`config.mk`:
```
export PLATFORM = sky130hd
export DESIGN_NAME = wb_prog_ctrl
export DESIGN_NICKNAME = d
export VERILOG_FILES = /design/src/rtl/wb_prog_ctrl_pkg.sv /design/src/rtl/wb_prog_ctrl_seq.sv /design/src/rtl/wb_prog_ctrl.sv
export SDC_FILE = /design/constraint.sdc
export NUM_CORES = 1
export LEC_CHECK = 0
export ABC_CLOCK_PERIOD_IN_PS = 2320
export CELL_PAD_IN_SITES_DETAIL_PLACEMENT = 1
export CELL_PAD_IN_SITES_GLOBAL_PLACEMENT = 1
export CORE_ASPECT_RATIO = 0.9
export CORE_MARGIN = 5
export CORE_UTILIZATION = 30
export DETAILED_ROUTE_END_ITERATION = 10
export GPL_ROUTABILITY_DRIVEN = 0
export PLACE_DENSITY_LB_ADDON = 0.1
export RECOVER_POWER = 25
export SKIP_LAST_GASP = 1
export SLEW_MARGIN = 20
export SYNTH_ARGS = -nofsm -noshare
export SYNTH_HDL_FRONTEND = slang
export SYNTH_HIERARCHICAL = 1
export SYNTH_SLANG_ARGS = --single-unit
```
`constraint.sdc`:
```
create_clock -name wb_clk_i -period 2.32 [get_ports wb_clk_i]
set_clock_uncertainty 0.15 [all_clocks]
set_input_delay 0.464 -clock wb_clk_i [delete_from_list [all_inputs] [get_ports wb_clk_i]]
set_output_delay 0.464 -clock wb_clk_i [all_outputs]
set_load 0.02 [all_outputs]
```
`src/rtl/wb_prog_ctrl_pkg.sv`:
```
// wb_prog_ctrl_pkg: shared address map, config register indices and sequencer states
package wb_prog_ctrl_pkg;
  localparam logic [1:0] SPACE_INSTR = 2'b00;
  localparam logic [1:0] SPACE_CFG = 2'b01;
  localparam logic CFG_PROG = 1'b0;
  localparam logic CFG_PINDIR = 1'b1;
  typedef enum logic [1:0] {
    RUN = 2'b00,
    PROG = 2'b01,
    RELEASE = 2'b10
  } state_t;
endpackage

```
`src/rtl/wb_prog_ctrl_seq.sv`:
```
// prog_release_seq: holds cores while programming and releases them after a fixed settle delay
module prog_release_seq
  import wb_prog_ctrl_pkg::*;
#(
  parameter int RELEASE_CYCLES = 4
) (
  input  logic clk,
  input  logic rst_n,
  input  logic set,
  input  logic clr,
  output logic core_halt,
  output logic prog_mode
);
  localparam int CW = $clog2(RELEASE_CYCLES + 1);
  state_t state, state_nx;
  logic [CW-1:0] cnt, cnt_nx;
  always_ff @(posedge clk or negedge rst_n) begin
    if (!rst_n) begin
      state <= RUN;
      cnt <= '0;
    end else begin
      state <= state_nx;
      cnt <= cnt_nx;
    end
  end
  always_comb begin
    state_nx = state;
    cnt_nx = cnt;
    case (state)
      RUN: state_nx = set ? PROG : RUN;
      PROG: begin
        state_nx = clr ? RELEASE : PROG;
        cnt_nx = clr ? CW'(RELEASE_CYCLES) : cnt;
      end
      RELEASE: begin
        state_nx = set ? PROG : (cnt <= CW'(1)) ? RUN : RELEASE;
        cnt_nx = (set || cnt <= CW'(1)) ? '0 : cnt - CW'(1);
      end
      default: begin
        state_nx = RUN;
        cnt_nx = '0;
      end
    endcase
  end
  assign core_halt = state != RUN;
  assign prog_mode = state == PROG;
endmodule

```
`src/rtl/wb_prog_ctrl.sv`:
```
// wb_prog_ctrl: Wishbone slave for core programming, pin direction and core halt sequencing
module wb_prog_ctrl
  import wb_prog_ctrl_pkg::*;
#(
  parameter int CORES = 2,
  parameter int LOG_CORES = 1,
  parameter int PC_WIDTH = 3,
  parameter int INSTR_WIDTH = 32,
  parameter int IO_PINS = 8,
  parameter int WB_WIDTH = 32,
  parameter int RELEASE_CYCLES = 4
) (
  input  logic                   wb_clk_i,
  input  logic                   wb_rst_ni,
  input  logic                   wbs_stb_i,
  input  logic                   wbs_cyc_i,
  input  logic                   wbs_we_i,
  input  logic [WB_WIDTH-1:0]    wbs_adr_i,
  input  logic [WB_WIDTH-1:0]    wbs_dat_i,
  output logic                   wbs_ack_o,
  output logic [WB_WIDTH-1:0]    wbs_dat_o,
  output logic                   instr_we,
  output logic [LOG_CORES-1:0]   instr_core,
  output logic [PC_WIDTH-1:0]    instr_addr,
  output logic [INSTR_WIDTH-1:0] instr_data,
  output logic                   core_halt,
  output logic [IO_PINS-1:0]     pin_dir,
  output logic                   prog_mode,
  output logic [7:0]             rej_cnt
);
  logic acc, wr, core_ok, instr_wr, instr_ok, cfg_wr, pin_wr, set, clr, unused_adr;
  logic [1:0] space;
  logic [LOG_CORES-1:0] core_sel;
  logic [PC_WIDTH-1:0] pc_sel;
  logic [WB_WIDTH-1:0] rd_data;
  assign acc = wbs_cyc_i & wbs_stb_i;
  assign wr = acc & wbs_we_i;
  assign space = wbs_adr_i[WB_WIDTH-1 -: 2];
  assign core_sel = wbs_adr_i[PC_WIDTH +: LOG_CORES];
  assign pc_sel = wbs_adr_i[PC_WIDTH-1:0];
  assign core_ok = 32'(core_sel) < CORES;
  assign instr_wr = wr & (space == SPACE_INSTR);
  assign instr_ok = instr_wr & prog_mode & core_ok;
  assign cfg_wr = wr & (space == SPACE_CFG);
  assign pin_wr = cfg_wr & (wbs_adr_i[0] == CFG_PINDIR);
  assign set = cfg_wr & (wbs_adr_i[0] == CFG_PROG) & wbs_dat_i[0];
  assign clr = cfg_wr & (wbs_adr_i[0] == CFG_PROG) & ~wbs_dat_i[0];
  assign unused_adr = ^wbs_adr_i[WB_WIDTH-3:PC_WIDTH+LOG_CORES];
  assign rd_data = (space != SPACE_CFG) ? '0 :
                   (wbs_adr_i[0] == CFG_PINDIR) ? {{(WB_WIDTH-IO_PINS){1'b0}}, pin_dir} :
                   {{(WB_WIDTH-1){1'b0}}, prog_mode};
  prog_release_seq #(.RELEASE_CYCLES(RELEASE_CYCLES)) u_seq (
    .clk(wb_clk_i),
    .rst_n(wb_rst_ni),
    .set(set),
    .clr(clr),
    .core_halt(core_halt),
    .prog_mode(prog_mode)
  );
  always_ff @(posedge wb_clk_i or negedge wb_rst_ni) begin
    if (!wb_rst_ni) begin
      wbs_ack_o <= 1'b0;
      wbs_dat_o <= '0;
      instr_we <= 1'b0;
      instr_core <= '0;
      instr_addr <= '0;
      instr_data <= '0;
      pin_dir <= '0;
      rej_cnt <= '0;
    end else begin
      wbs_ack_o <= acc;
      wbs_dat_o <= (acc && !wbs_we_i) ? rd_data : '0;
      instr_we <= instr_ok;
      if (instr_ok) begin
        instr_core <= core_sel;
        instr_addr <= pc_sel;
        instr_data <= wbs_dat_i[INSTR_WIDTH-1:0];
      end
      if (pin_wr) pin_dir <= wbs_dat_i[IO_PINS-1:0];
      if (instr_wr && !instr_ok && rej_cnt != 8'hFF) rej_cnt <= rej_cnt + 8'd1;
    end
  end
endmodule

```
# After elaboration in Yosys (flattened, before gate mapping)
# Index checks and enable logic that the tools add are counted.
# totals
reg_bits	67
latch_bits	0
mem_bits_rw	0
rom_bits	0
in_bits	69
output_inout_bits	88
elab_cells	52
n_memories	0
# classes
addsub	2
mul	0
n_div	0
n_lt_le_gt_ge	1
n_eq_ne	6
shift	0
muxes	11
bitwise_logic	12
reduce_logical	10
# op_table
operator	count
8-bit two-way mux	3
1-bit bitwise AND	9
3-bit case mux with 3 select lines	1
8-bit by 1-bit adder with 8-bit output (second input constant)	1
8-bit != test (second input constant)	1
2-bit two-way mux	3
3-bit two-way mux	2
2-bit case mux with 3 select lines	1
2-bit by 1-bit == test with 1-bit output (second input constant)	2
2-bit logical NOT	2
2-bit by 1-bit != test with 1-bit output (second input constant)	2
3-bit by 1-bit less-or-equal comparator with 1-bit output (second input constant)	1
1-bit logical AND	3
1-bit inverter	3
3-bit by 1-bit subtractor with 3-bit output (second input constant)	1
2-bit == test (second input constant)	1
1-bit logical NOT	2
2-bit AND reduction	1
2-bit nonzero test	1
1-bit logical OR	1
1-bit two-way mux	1

# Logic depth before layout (Yosys ltp)
# Gate-level depths: netlist of the first run.
# logic_depth
word_depth	8
mapped_depth	6
depth_no_buf	5

# Modules after synthesis
# The synthesis of the first run kept the hierarchy.
# by_module_without_submodules
module	instances	cells_per_inst	area_per_inst_um2	seq_area_each_um2
wb_prog_ctrl	1	189	2661.3	1551.5
prog_release_seq	1	37	352.8	125.1

# Least setup slack after synthesis of the first run
# No wires, ideal clock.
# synth_path
kind	reg-to-reg
from	reg u_seq.state[0]
to	reg rej_cnt[7]
setup_ps	125
arrival_ps	1731
required_ps	2045
setup_slack_ps	314
path_stages_with_launch	5
path_buffers	0
synth_period_minus_slack_ps	2006
cell_sequence	dfrtp_1 -> ha_1 -> or4b_4 -> nor4_2 -> mux2_2
# synth_via
elab_chain_cells	5
# synth_lines
item	line_no	source
from (decl)	wb_prog_ctrl_seq.sv:15	state_t state, state_nx;
from (signal assigned)	wb_prog_ctrl_seq.sv:22	state <= state_nx;
2-bit by 1-bit == test with 1-bit output	wb_prog_ctrl_seq.sv:46	assign prog_mode = state == PROG;
via prog_mode	wb_prog_ctrl.sv:28	output logic prog_mode,
1-bit bitwise AND	wb_prog_ctrl.sv:43	assign instr_ok = instr_wr & prog_mode & core_ok;
1-bit logical NOT	wb_prog_ctrl.sv:80	if (instr_wr && !instr_ok && rej_cnt != 8'hFF) rej_cnt <= rej_cnt + 8'd1;
1-bit logical AND (2 in a row)	wb_prog_ctrl.sv:80	
to (signal assigned)	wb_prog_ctrl.sv:80	
to (decl)	wb_prog_ctrl.sv:29	output logic [7:0] rej_cnt
# The timed path passes the listed nets, and every way through them passes these cells.
# A chain may end at the register's enable or synchronous reset.

# Final worst setup path of the first run
# layout_path
from	in wbs_stb_i
to	reg u_seq.cnt[2]
# layout_via
elab_chain_cells	8
word_cells_on_any_way	11
cone_classes	eq/ne: 1; mux: 2; bitwise: 6; reduce/logical: 2
# layout_lines
item	line_no	source
from (decl)	wb_prog_ctrl.sv:15	input logic wbs_stb_i,
1-bit bitwise AND	wb_prog_ctrl.sv:36	assign acc = wbs_cyc_i & wbs_stb_i;
1-bit bitwise AND	wb_prog_ctrl.sv:37	assign wr = acc & wbs_we_i;
1-bit bitwise AND	wb_prog_ctrl.sv:44	assign cfg_wr = wr & (space == SPACE_CFG);
1-bit bitwise AND (2 in a row)	wb_prog_ctrl.sv:46	assign set = cfg_wr & (wbs_adr_i[0] == CFG_PROG) & wbs_dat_i[0];
via set	wb_prog_ctrl.sv:31	logic acc, wr, core_ok, instr_wr, instr_ok, cfg_wr, pin_wr, set, clr, unused_adr;
1-bit logical OR	wb_prog_ctrl_seq.sv:37	cnt_nx = (set || cnt <= CW'(1)) ? '0 : cnt - CW'(1);
3-bit two-way mux	wb_prog_ctrl_seq.sv:37	
3-bit case mux with 3 select lines	wb_prog_ctrl_seq.sv:29	case (state)
to (signal assigned)	wb_prog_ctrl_seq.sv:23	cnt <= cnt_nx;
to (decl)	wb_prog_ctrl_seq.sv:16	logic [CW-1:0] cnt, cnt_nx;
# The timed path passes the listed nets, and every way through them passes these cells.

==> reports/qor.yml, run 1 <==
finish:
  n_fill_cell: 1086
  multi_input_area_um2: 1160
  area_growth_pct: 48.2
  register_area_um2: 1680
  stdcell_area_um2: 4470
  antenna_cells: 0
  drive_above_1_share: 0.260
  fin_nets: 433
drt:
  drt_iter0_markers: 54
  routed_wl_mm: 7.60
  drtAntennaViolNets: 0
  drt-vias-per-instance: 4.49
  drc: 0
  wire_per_inst_um: 15.6
  drt_pass1_iterations: 4
  dr_total_vias: 2192
sta:
  slew_headroom: 0.500
  setup_violations: 0
  rsz0062_at_grt: "no"
  fmax_mhz: 465
  slew_viol_final: 0
  setup_slack_ps: 171
  fin_crit_sh: 0.926
  worst_pin_slew_ps: 750
  hold_violations: 0
  finalCriticalPeriod_ps: 2150
synthesis:
  synth_cell_types: 39
  ys_seq_elements: 67
  synthMostInstantiatedCell: "dfrtp_1"
  netlist_top_cells_area: "dfrtp_1, mux2_2, buf_4"
  async_reset_ff_frac: 1.00
  ys_top_cells_by_count: "dfrtp_1, mux2_2, buf_4"
  avgSynthCellArea_um2: 13.3
  syn-cell-area_um2: 3010
  synth_top_area_share: 0.556
  ys_warn_count: 6
  synth_area_leader_cell: "dfrtp_1"
  syn-instance-count: 226
  synthFlopType: "dfrtp_1"
  synth_edf_count: 0
  synth_seq_area_share: 0.556
pwr:
  power_density_nw_per_um2: 745
  p_comb_frac: 0.274
  p_sw_frac: 0.314
  p_seq_frac: 0.428
  p_switching_mw: 1.04
  leakagePower_nw: 2.02
  p_clk_frac: 0.298
  p_int_mw: 2.28
  finalPower_mw: 3.33
  ir_drop_mv: 0.277
setup_path:
  critPathLaunch: "wbs_stb_i"
  crit_end: "u_seq/cnt[2]"
  r2r-end: "rej_cnt[5]"
  cp-end-kind: "register"
  r2r_start: "u_seq/state[1]"
  start_kind: "primary input"
  max_stage_delay_ps: 590
  path_cells: "clkdlybuf4s50_1 > nand4_1 > nor4b_1 > buf_4 > nor2b_2 > a311oi_1 > o22ai_1"
  r2r_cells: 5
  worstPathRequired_ps: 2380
  slowest_stage: "clkdlybuf4s50_1"
  crit_type: "primary input to register"
  cp_num_buf_inv: 2
  crit_family: "buffers and inverters"
  critical_path_depth: 7
  critPathMaxFanout: 5
  arrival_ps: 2210
  reg2reg_slack_ps: 280
min_path:
  hold_class: "register to register"
  whs_path_depth: 1
  hp-start: "pin_dir[6]"
clocking:
  cts-root-buf: "clkbuf_8"
  clk_latency_ps: 340
  cts_buffers: 9
  cts_tree: "built"
  cts_num_sinks: 67
  clockBufferDepth: 2
  clk_pin_slew_ps: 80
  htreeDepth: 3
floorplan:
  ios: 157
  die_h_um: 105
  coreArea_um2: 9740
  die_w_um: 116
  rows: 34
  dieArea_um2: 12200
  start_util: 0.309
grt:
  overflow: 0
  grt_pass1_wl_mm: 12.3
  groute.usage.overall: 0.130
  antenna_found_initial: 0
  grt_pass1_vias: 2357
  grt_max_degree: 40
place:
  dpl_cell_area_um2: 4270
  hpwl_mm: 5.72
  numPortBuffers: 106
  pre_cts_slack_ps: -156
status:
  outcome: "finished, final reports clean"
run:
  drv_cap: 0
-- worst min path at each step --
| stage | slack (ps) | end |
|---|---|---|
| after floorplan | 20 | instr_addr[0] |
| after global placement | 270 | u_seq/cnt[1] |
| after detailed placement | 280 | u_seq/cnt[1] |
| after CTS | 360 | wbs_dat_o[6] |
| after global routing | 380 | instr_data[12] |
| final | 360 | wbs_dat_o[6] |
-- cells in the final DEF, fill, tap and decap left out, types with 6 or more instances in the layout --
cell,instances
clkbuf_8,9
buf_4,16
and2_1,8
dfrtp_1,67
mux2_2,48
inv_1,12
conb_1,24
ha_1,6
nand4_1,6
clkdlybuf4s50_1,103
-- routing by layer --
metal | GRT usage | vias up | part of all wire
li1 | - | 1005 | -
met3 | 0.0439 | 6 | 0.085
met5 | 0 | - | 0
met2 | 0.204 | 77 | 0.48
met4 | 0.0522 | 0 | 0.011
met1 | 0.164 | 1104 | 0.42
-- worst register-to-register path, delay by kind of cell (launching register included) --
| family | cells | cell delay (ps) |
|---|---|---|
| simple gates | 2 | 730 |
| flops | 1 | 380 |
| mux | 1 | 360 |
| fa+ha+maj | 1 | 240 |
| buf+inv | 1 | 80 |
-- flip-flops by register name, indices dropped and copies added (netlist names) --
register,count
wbs_dat_o,8
rej_cnt,8
instr_data,32
instr_we,1
u_seq/cnt,3
instr_core,1
instr_addr,3
u_seq/state,2
pin_dir,8
wbs_ack_o,1
-- layout make-up --
type | instances | share of cell area
timing repair buffer | 126 | 0.276
clock buffer | 9 | 0.0277
tap | 126 | 0.0353
clock inverter | 7 | 0.0171
sequential | 67 | 0.375
inverter | 12 | 0.0101
multi-input combinational | 141 | 0.259
-- stage by stage --
stage                     setup TNS, ps  std cells  hold WS, ps  utilization
after floorplan                       0        249         18.4            -
after global placement            -2180        471          275        0.438
after detailed placement          -2710        471          280        0.438
after CTS                             0        488          361        0.460
after global routing                  0        488          381        0.459
final                                 0        488          357        0.459
-- logic make-up (layout without fill, tap and decap cells) --
kind of cell    count (synthesis)  in the layout  synth area share
flops                          67             67             0.556
compound gates                 16             16            0.0378
buf+inv                        41            154            0.0922
simple gates                   42             42            0.0917
mux                            50             50             0.186
xor+xnor                        2              2           0.00581
other cells                     1             24           0.00124
fa+ha+maj                       7              7            0.0291
-- power by group through the flow --
stage	Sequential (mW)	Clock, mW	Combinational [mW]
detailed placement	1.45	0	0.928
floorplan	1.61	0	0.287
global placement	1.44	0	0.919
global route	1.45	1.08	0.978
finish	1.42	0.992	0.911
CTS	1.43	1.04	0.930
-- repair_timing --
item | in CTS | in global routing
hold buffers | 1 | 0
setup buffers | 0 | 0
setup endpoints to repair | 2 | 0
resized for setup | 3 | 0
endpoints found under the hold margin | 28 | 0
(Power assumes the default switching activity.)
==> inputs of run 2 (changes only) <==
Settings changed: CORE_ASPECT_RATIO 0.9 to 0.6, CTS_CLUSTER_SIZE set to 28, GPL_TIMING_DRIVEN set to 0.
==> run 2 against run 1 <==
  * Sequential power hardly changed
  * Total power is 12% higher
  * Global-route usage is 0.32 points higher
  * Critical endpoint unchanged
  * Final cell count is 3.9% higher
  * Sequential share of layout area is 1.6 points lower
  * Critical path depth is 1 lower
  * Fmax is 3.6% lower
  * Clock-buffer cell count is 1 higher
  * Flip-flop and latch count stayed put
  * First-iteration DRC count is 19% lower
  * Utilization is 1.5 points higher
==> reports/qor.yml, run 2 (synthesized netlist as in run 1, its figures left out) <==
grt:
  antenna_found_initial: 0  # unchanged
  groute.usage.overall: 0.133  # was 0.130
  grt_pass1_wl_mm: 12.7  # was 12.3 mm
  grt_max_degree: 38  # was 40
  grt_pass1_vias: 2335  # was 2357
  overflow: 0  # unchanged
setup_path:
  crit_end: "u_seq/cnt[2]"  # unchanged
  critPathMaxFanout: 6  # was 5
  max_stage_delay_ps: 580  # was 590 ps
  arrival_ps: 2270  # was 2210 ps
  r2r_start: "u_seq/state[1]"  # unchanged
  worstPathRequired_ps: 2360  # was 2380 ps
  r2r-end: "rej_cnt[3]"  # was rej_cnt[5]
  start_kind: "primary input"  # unchanged
  critPathLaunch: "wbs_we_i"  # was wbs_stb_i
  r2r_cells: 5  # unchanged
  slowest_stage: "clkdlybuf4s50_1"  # unchanged
  crit_type: "primary input to register"  # unchanged
  reg2reg_slack_ps: 320  # was 280 ps
  path_cells: "clkdlybuf4s50_1 > nand4_1 > nor4b_2 > nor2b_2 > a311oi_1 > o22ai_1"  # was clkdlybuf4s50_1 > nand4_1 > nor4b_1 > buf_4 > nor2b_2 > a311oi_1 > o22ai_1
  cp-end-kind: "register"  # unchanged
min_path:
  hold_class: "primary input to register"  # was register to register
  whs_path_depth: 2  # was 1
sta:
  slew_headroom: 0.363  # was 0.500
  setup_violations: 0  # unchanged
  finalCriticalPeriod_ps: 2230  # was 2150 ps
  worst_pin_slew_ps: 955  # was 750 ps
  fin_crit_sh: 0.960  # was 0.926
  hold_violations: 0  # unchanged
  slew_viol_final: 0  # unchanged
  rsz0062_at_grt: "yes"  # was no
  fmax_mhz: 449  # was 465 MHz
  setup_slack_ps: 92.2  # was 171 ps
clocking:
  cts_buffers: 9  # unchanged
  clk_pin_slew_ps: 60  # was 80 ps
  clk_latency_ps: 320  # was 340 ps
  htreeDepth: 3  # unchanged
  postCtsSetupBuffers: 0  # unchanged
  clockBufferDepth: 2  # unchanged
  cts_tree: "built"  # unchanged
  cts_num_sinks: 67  # unchanged
  cts-root-buf: "clkbuf_16"  # was clkbuf_8
finish:
  antenna_cells: 0  # unchanged
  largest_reg_flops: 32  # unchanged
  area_growth_pct: 54.8  # was 48.2%
  drive_above_1_share: 0.285  # was 0.260
  final_cell_mix: "clkdlybuf4s50_1, dfrtp_1, mux2_2"  # unchanged
  fin_nets: 443  # was 433
  top_register: "instr_data"  # unchanged
  stdcell_area_um2: 4660  # was 4470 µm²
  mostFrequentLayoutCell: "clkdlybuf4s50_1"  # unchanged
drt:
  dr_total_vias: 2175  # was 2192
  routed_wl_mm: 7.87  # was 7.60 mm
  wire_per_inst_um: 15.5  # was 15.6 µm
  drt_iter0_markers: 44  # was 54
  drt_pass1_iterations: 4  # unchanged
  drt-vias-per-instance: 4.29  # was 4.49
  drc: 0  # unchanged
  drtAntennaViolNets: 0  # unchanged
floorplan:
  die_h_um: 87.6  # was 105 µm
  start_util: 0.306  # was 0.309
  coreArea_um2: 9840  # was 9740 µm²
  rows: 28  # was 34
  die_w_um: 139  # was 116 µm
  dieArea_um2: 12200  # about the same
  ios: 157  # unchanged
place:
  hpwl_mm: 6.09  # was 5.72 mm
  pre_cts_slack_ps: -369  # was -156 ps
  dpl_cell_area_um2: 4340  # was 4270 µm²
  numPortBuffers: 105  # was 106
pwr:
  ir_drop_mv: 0.441  # was 0.277 mV
  finalPower_mw: 3.72  # was 3.33 mW
  leakagePower_nw: 2.14  # was 2.02 nW
  power_density_nw_per_um2: 798  # was 745 nW/µm²
status:
  outcome: "finished, final reports clean"  # unchanged
run:
  drv_cap: 0  # unchanged
==> run 2: what timing repair did <==
item / CTS / global route
setup endpoints to repair: 10 / 3
endpoints found under the hold margin: 36 / 0
pin swaps: 0 / 0
resized for setup: 3 / 3
hold buffers: 1 / 0
==> run 2: worst min path at each step <==
stage | from | slack [ps] | end
after floorplan | wb_rst_ni | 20 | instr_addr[0]
after global placement | pin_dir[3] | 330 | wbs_dat_o[3]
after detailed placement | wb_rst_ni | 320 | rej_cnt[5]
after CTS | wbs_adr_i[31] | 200 | wbs_dat_o[0]
after global routing | wbs_adr_i[31] | 210 | wbs_dat_o[0]
final | wbs_adr_i[31] | 220 | wbs_dat_o[0]
==> run 2: metrics by stage <==
stage,instances,hold slack [ps],TNS (ps),utilization
after floorplan,249,18.4,0,-
after global placement,489,335,-132130,0.439
after detailed placement,490,325,-7770,0.441
after CTS,507,195,-53.7,0.474
after global routing,507,215,-1570,0.474
final,507,218,0,0.474
==> run 2: routing by layer <==
layer | vias to the layer above | routed length (µm) | GRT usage
met5 | - | 0 | 0
met2 | 74 | 3560 | 0.199
met1 | 1068 | 3500 | 0.173
li1 | 1029 | - | -
met3 | 4 | 763 | 0.0671
met4 | 0 | 46 | 0.0346
==> run 2: where the power goes <==
group          internal (mW)  total, mW  switching [mW]
clock                  0.860       1.36           0.501
sequential              1.32       1.43           0.112
combinational          0.482      0.931           0.450
==> run 2: area by class of cell <==
type                       instances  area [µm²]
fill                            1043        5180
sequential                        67        1680
multi-input combinational        141        1170
timing repair buffer             107        1060
clock buffer                      10         239
buffer                            29         233
tap                              135         169
clock inverter                     6        63.8
inverter                          12        45.0
==> run 2: worst max-delay path: cells and delay by family <==
family / cells / cell delay, ps
AND/OR/NAND/NOR: 3 / 780
AO/OA/AOI/OAI: 2 / 430
buffers and inverters: 1 / 580
==> patch 1, RTL diff (flow settings as in run 1) <==
Set the parameter `WB_WIDTH` to 64 (it was 32).
--- a/src/rtl/wb_prog_ctrl.sv
+++ b/src/rtl/wb_prog_ctrl.sv
@@ -8,5 +8,5 @@
   parameter int INSTR_WIDTH = 32,
   parameter int IO_PINS = 8,
-  parameter int WB_WIDTH = 32,
+  parameter int WB_WIDTH = 64,
   parameter int RELEASE_CYCLES = 4
 ) (
Ports: changed (resized wbs_adr_i, wbs_dat_i and wbs_dat_o); port bits go from 157 to 253. The function was not compared with the original's and may differ.
==> patch 1 against run 1 <==
  * The flow now finishes with violations (max-capacitance violations, max-slew violations)
  * Sequential cell count is the same
  * Cell area grew 5.3%
  * Worst setup slack gained 0.053 ns
  * Synthesized cell count grew 14%
  * Core utilization shrank 2.0 points
  * Power grew 14%
  * Area after synthesis grew 8.0%
  * First-iteration DRC count shrank 24%
  * Routed wire length grew 5.5%
  * Fmax grew 2.5%
  * Sequential share of layout area shrank 1.9 points
  * Critical path type is now reg2out
  * Largest cell class unchanged
==> patch 1: results (changes against run 1) <==
.. list-table::
   :header-rows: 1

   * - Metric
     - Value
   * - Run status
     - finished with violations (was completed)
   * - CP max stage cell
     - sky130_fd_sc_hd__dfrtp_1 (was sky130_fd_sc_hd__clkdlybuf4s50_1)
   * - CP Data Arrival Time
     - 1.48 ns (was 2.21 ns)
   * - Post-CTS setup buffers
     - 0 (unchanged)
   * - Clk_lat worst skew
     - 0.32 ns (was 0.34 ns)
   * - Total clock buffers created by CTS
     - 9 (unchanged)
   * - Initial antenna violation count
     - 0 (unchanged)
   * - Final routed wire length divided by cell count
     - 15.2 µm (was 15.6 µm)
   * - Violations in the final reports
     - max-capacitance violations, max-slew violations
   * - Via count of the first global-routing pass
     - 2,353 (was 2,357)
   * - Number of filler cells placed in the layout
     - 1,160 (was 1,086)
   * - Total global routing track utilization
     - 12.1% (was 13.0%)
   * - Peak fanout along the critical path
     - 5 (unchanged)
   * - GRT met3 Usage
     - 5.08% (was 4.39%)
   * - Final Max Slew Viols
     - 68 (was 0)
   * - Share of flip-flops with an asynchronous set or reset
     - 100% (unchanged)
   * - Hpwl dp
     - 6080 µm (was 5720 µm)
   * - Number of diodes
     - 0 (unchanged)
   * - Pre-CTS setup slack
     - -0.0896 ns (was -0.156 ns)
   * - Fraction of final layout cells sized beyond drive strength 1
     - 24.3% (was 26.0%)
   * - Pin count of the biggest net entering global routing
     - 68 (was 40)
   * - Dominant cells by area after synthesis
     - sky130_fd_sc_hd__dfrtp_1, sky130_fd_sc_hd__mux2_2, sky130_fd_sc_hd__buf_4 (unchanged)
   * - CTS clk-pin slew, worst paths
     - 0.06 ns (was 0.08 ns)
   * - Layout net count
     - 530 (was 433)
   * - Maximum ir drop on the vdd rail
     - 0.410 mV (was 0.277 mV)
   * - Post-CTS resize count
     - 2 (was 3)
   * - Routed via count
     - 2,235 (was 2,192)
   * - Met1 capacity usage during global routing
     - 14.9% (was 16.4%)
   * - Critical path's largest stage delay
     - 0.39 ns (was 0.59 ns)
   * - Ranking of synthesized cells by instance count
     - sky130_fd_sc_hd__dfrtp_1, sky130_fd_sc_hd__buf_4, sky130_fd_sc_hd__mux2_2 (was sky130_fd_sc_hd__dfrtp_1, sky130_fd_sc_hd__mux2_2, sky130_fd_sc_hd__buf_4)
   * - Post-synthesis sequential area ratio
     - 51.5% (was 55.6%)
   * - Iteration-0 DRC count of the detailed router
     - 41 (was 54)
   * - Clk root buf
     - sky130_fd_sc_hd__clkbuf_16 (was sky130_fd_sc_hd__clkbuf_8)
   * - H-tree Lvls
     - 3 (unchanged)
   * - Max-capacitance violation count
     - 1 (was 0)
   * - First-pass GRT wire length
     - 12,300 µm (about the same)
   * - Max-Slew Margin vs Limit
     - -13.8% (was 50.0%)
   * - Global-route met2 utilization
     - 19.7% (was 20.4%)
   * - Static leakage power
     - 2.19 nW (was 2.02 nW)
patch 1: area by class of cell:
class                   count  area [µm²]  area share, %
repair buffers            127        1220           26.0
clock inverters             4        47.5           1.01
clock buffers              12         267           5.67
inverters                  12        45.0          0.958
flip-flops and latches     67        1680           35.6
multi-input cells         173        1280           27.1
well taps                 133         166           3.54
patch 1: worst paths after layout:
kind                                     startpoint                        to  slack, ns  depth (start not counted)
max in group asynchronous                 wb_rst_ni  u_seq/state[0]$_DFF_PN0_       0.47                          2
max                        u_seq/state[0]$_DFF_PN0_                 core_halt       0.22                          4
min in group asynchronous                 wb_rst_ni  u_seq/cnt[1]$_DFFE_PN0P_       0.51                          2
min reg2reg                  pin_dir[1]$_DFFE_PN0P_    wbs_dat_o[1]$_DFF_PN0_       0.35                          1
max reg2reg                u_seq/state[1]$_DFF_PN0_    rej_cnt[5]$_DFFE_PN0P_       0.27                          5
min                          pin_dir[1]$_DFFE_PN0P_    wbs_dat_o[1]$_DFF_PN0_       0.35                          1
patch 1: per-stage QoR:
| stage | area (µm²) | power (mW) | util, % | cells |
|---|---|---|---|---|
| after floorplan | 3460 | 1.99 | - | 313 |
| after global placement | 4400 | 2.41 | 41.0 | 512 |
| after detailed placement | 4400 | 2.43 | 41.0 | 512 |
| after CTS | 4720 | 3.87 | 44.0 | 528 |
| after global routing | 4700 | 3.99 | 43.9 | 528 |
| final | 4700 | 3.79 | 43.9 | 528 |
patch 1: where the power goes:
group | switching (mW) | internal (mW)
sequential | 0.108 | 1.32
clock | 0.488 | 0.916
combinational | 0.493 | 0.468
patch 1: kinds of logic (layout without fill, tap and decap cells):
group	count (synthesis)	after routing	share of synthesized area (%)
buf+inv	73	155	15.9
flops	67	67	51.5
mux	50	50	17.2
simple gates	42	42	8.50
compound gates	16	16	3.50
fa+ha+maj	7	7	2.69
xor+xnor	2	2	0.538
other cells	1	56	0.115
patch 1: critical path: cells and delay by family (launching register included):
| family | cells | cell delay (ns) |
|---|---|---|
| adder cells (fa/ha/maj) | 1 | 0.25 |
| buffers and inverters | 3 | 0.52 |
| flip-flops | 1 | 0.39 |
patch 1: routing by layer:
| metal | vias to the layer above | wire, µm |
|---|---|---|
| li1 | 1040 | - |
| met1 | 1097 | 3310 |
| met2 | 93 | 3990 |
| met3 | 5 | 643 |
| met4 | 0 | 76 |
| met5 | - | 0 |
==> patch 2, RTL diff (config.mk and constraints of run 1) <==
Made on the original files. Encoding of `state_t`: now one-hot (3 bits for 3 states).
--- a/src/rtl/wb_prog_ctrl_pkg.sv
+++ b/src/rtl/wb_prog_ctrl_pkg.sv
@@ -5,8 +5,8 @@
   localparam logic CFG_PROG = 1'b0;
   localparam logic CFG_PINDIR = 1'b1;
-  typedef enum logic [1:0] {
-    RUN = 2'b00,
-    PROG = 2'b01,
-    RELEASE = 2'b10
+  typedef enum logic [2:0] {
+    RUN = 3'b001,
+    PROG = 3'b010,
+    RELEASE = 3'b100
   } state_t;
 endpackage
Formal check against the unedited RTL: no difference found for any inputs over 10 cycles, from zero or initial values and one cycle with wb_rst_ni low; not proved beyond that.
==> patch 2 against run 1 <==
  * The flow now finishes with violations (max-capacitance violations, max-slew violations)
  * Critical path depth down 4
  * Cell area rose by 4.6%
  * Sequential cell count rose by 1
  * Routed wire length grew 4.8%
  * Power fell by 0.95%
  * Die area rose by 2.3%
  * Via count rose by 1.2%
  * Area after synthesis grew 2.5%
  * Worst setup slack got worse by 0.022 ns
  * Critical endpoint is now core_halt
==> patch 2: results (changes against run 1) <==
.. list-table::
   :header-rows: 1

   * - Metric
     - Value
   * - Final routed wire length divided by cell count
     - 16.0 µm (was 15.6 µm)
   * - Post-synthesis sequential area ratio
     - 55.1% (was 55.6%)
   * - Violations in the final reports
     - max-capacitance violations, max-slew violations
   * - Netlist cell types
     - 45 (was 39)
   * - Slew @ Worst Pin
     - 1.54 ns (was 0.750 ns)
   * - Number of filler cells placed in the layout
     - 1,119 (was 1,086)
   * - First-pass GRT wire length
     - 12,500 µm (was 12,300 µm)
   * - Xor and xnor fraction of the mapped netlist area
     - 0.567% (was 0.581%)
   * - Max-capacitance violation count
     - 1 (was 0)
   * - Pin count of the biggest net entering global routing
     - 69 (was 40)
   * - Minimum setup slack among reg-to-reg paths
     - 0.35 ns (was 0.28 ns)
   * - Routed via count
     - 2,219 (was 2,192)
   * - Dominant cells by area after synthesis
     - sky130_fd_sc_hd__dfrtp_1, sky130_fd_sc_hd__mux2_2, sky130_fd_sc_hd__buf_4 (unchanged)
   * - Ranking of synthesized cells by instance count
     - sky130_fd_sc_hd__dfrtp_1, sky130_fd_sc_hd__mux2_2, sky130_fd_sc_hd__buf_4 (unchanged)
   * - Run status
     - finished with violations (was completed)
   * - Final Max Slew Viols
     - 69 (was 0)
   * - Hold-critical path endpoint
     - instr_data[9]$_DFFE_PN0P_ (was wbs_dat_o[6]$_DFF_PN0_)
   * - Iteration-0 DRC count of the detailed router
     - 88 (was 54)
   * - Amount of wire on met2 after detailed routing
     - 4050 µm (was 3640 µm)
   * - FF+latch area
     - 1700 µm² (was 1680 µm²)
   * - Synth Area in Compound Gates
     - 4.05% (was 3.78%)
   * - Worst hold-check slack
     - 0.354 ns (was 0.357 ns)
   * - R2R cell count
     - 4 (was 5)
   * - Capture point of the worst path
     - core_halt (was u_seq/cnt[2]$_DFFE_PN0P_)
   * - Clk root buf
     - sky130_fd_sc_hd__clkbuf_16 (was sky130_fd_sc_hd__clkbuf_8)
   * - Start point of the worst hold path
     - instr_data[9]$_DFFE_PN0P_ (was pin_dir[6]$_DFFE_PN0P_)
   * - Data buffer area share
     - 26.6% (was 27.6%)
   * - Total number of multi-input combinational cells
     - 149 (was 141)
   * - Fraction of final layout cells sized beyond drive strength 1
     - 27.9% (was 26.0%)
   * - First element of the critical path
     - u_seq/state[0]$_DFF_PN1_ (was wbs_stb_i)
patch 2: worst max-delay path, stage by stage (launching register included):
cell	delay, ns
sky130_fd_sc_hd__dfstp_2	0.56
sky130_fd_sc_hd__or2b_1	0.25
sky130_fd_sc_hd__or2_2	0.27
sky130_fd_sc_hd__clkbuf_2	0.15
patch 2: routing by layer:
layer	up-vias	global-route usage, %
met5	-	0
li1	1033	-
met2	78	21.7
met3	9	5.01
met4	0	3.69
met1	1099	15.6
patch 2: per-stage QoR:
step	util (%)	power, mW	setup WS [ns]	area (µm²)
after floorplan	-	1.59	0.109	3180
after global placement	43.0	1.83	-0.112	4360
after detailed placement	43.0	1.84	-0.148	4360
after CTS	46.2	3.36	0.00387	4690
after global routing	46.0	3.46	0.0890	4670
final	46.0	3.29	0.150	4670
patch 2: report_power, final:
group | switching (mW) | internal (mW) | leakage [nW]
logic | 0.249 | 0.246 | 1.06
registers | 0.0660 | 1.25 | 0.920
clock network | 0.536 | 0.946 | 0.156
total | 0.851 | 2.44 | 2.14
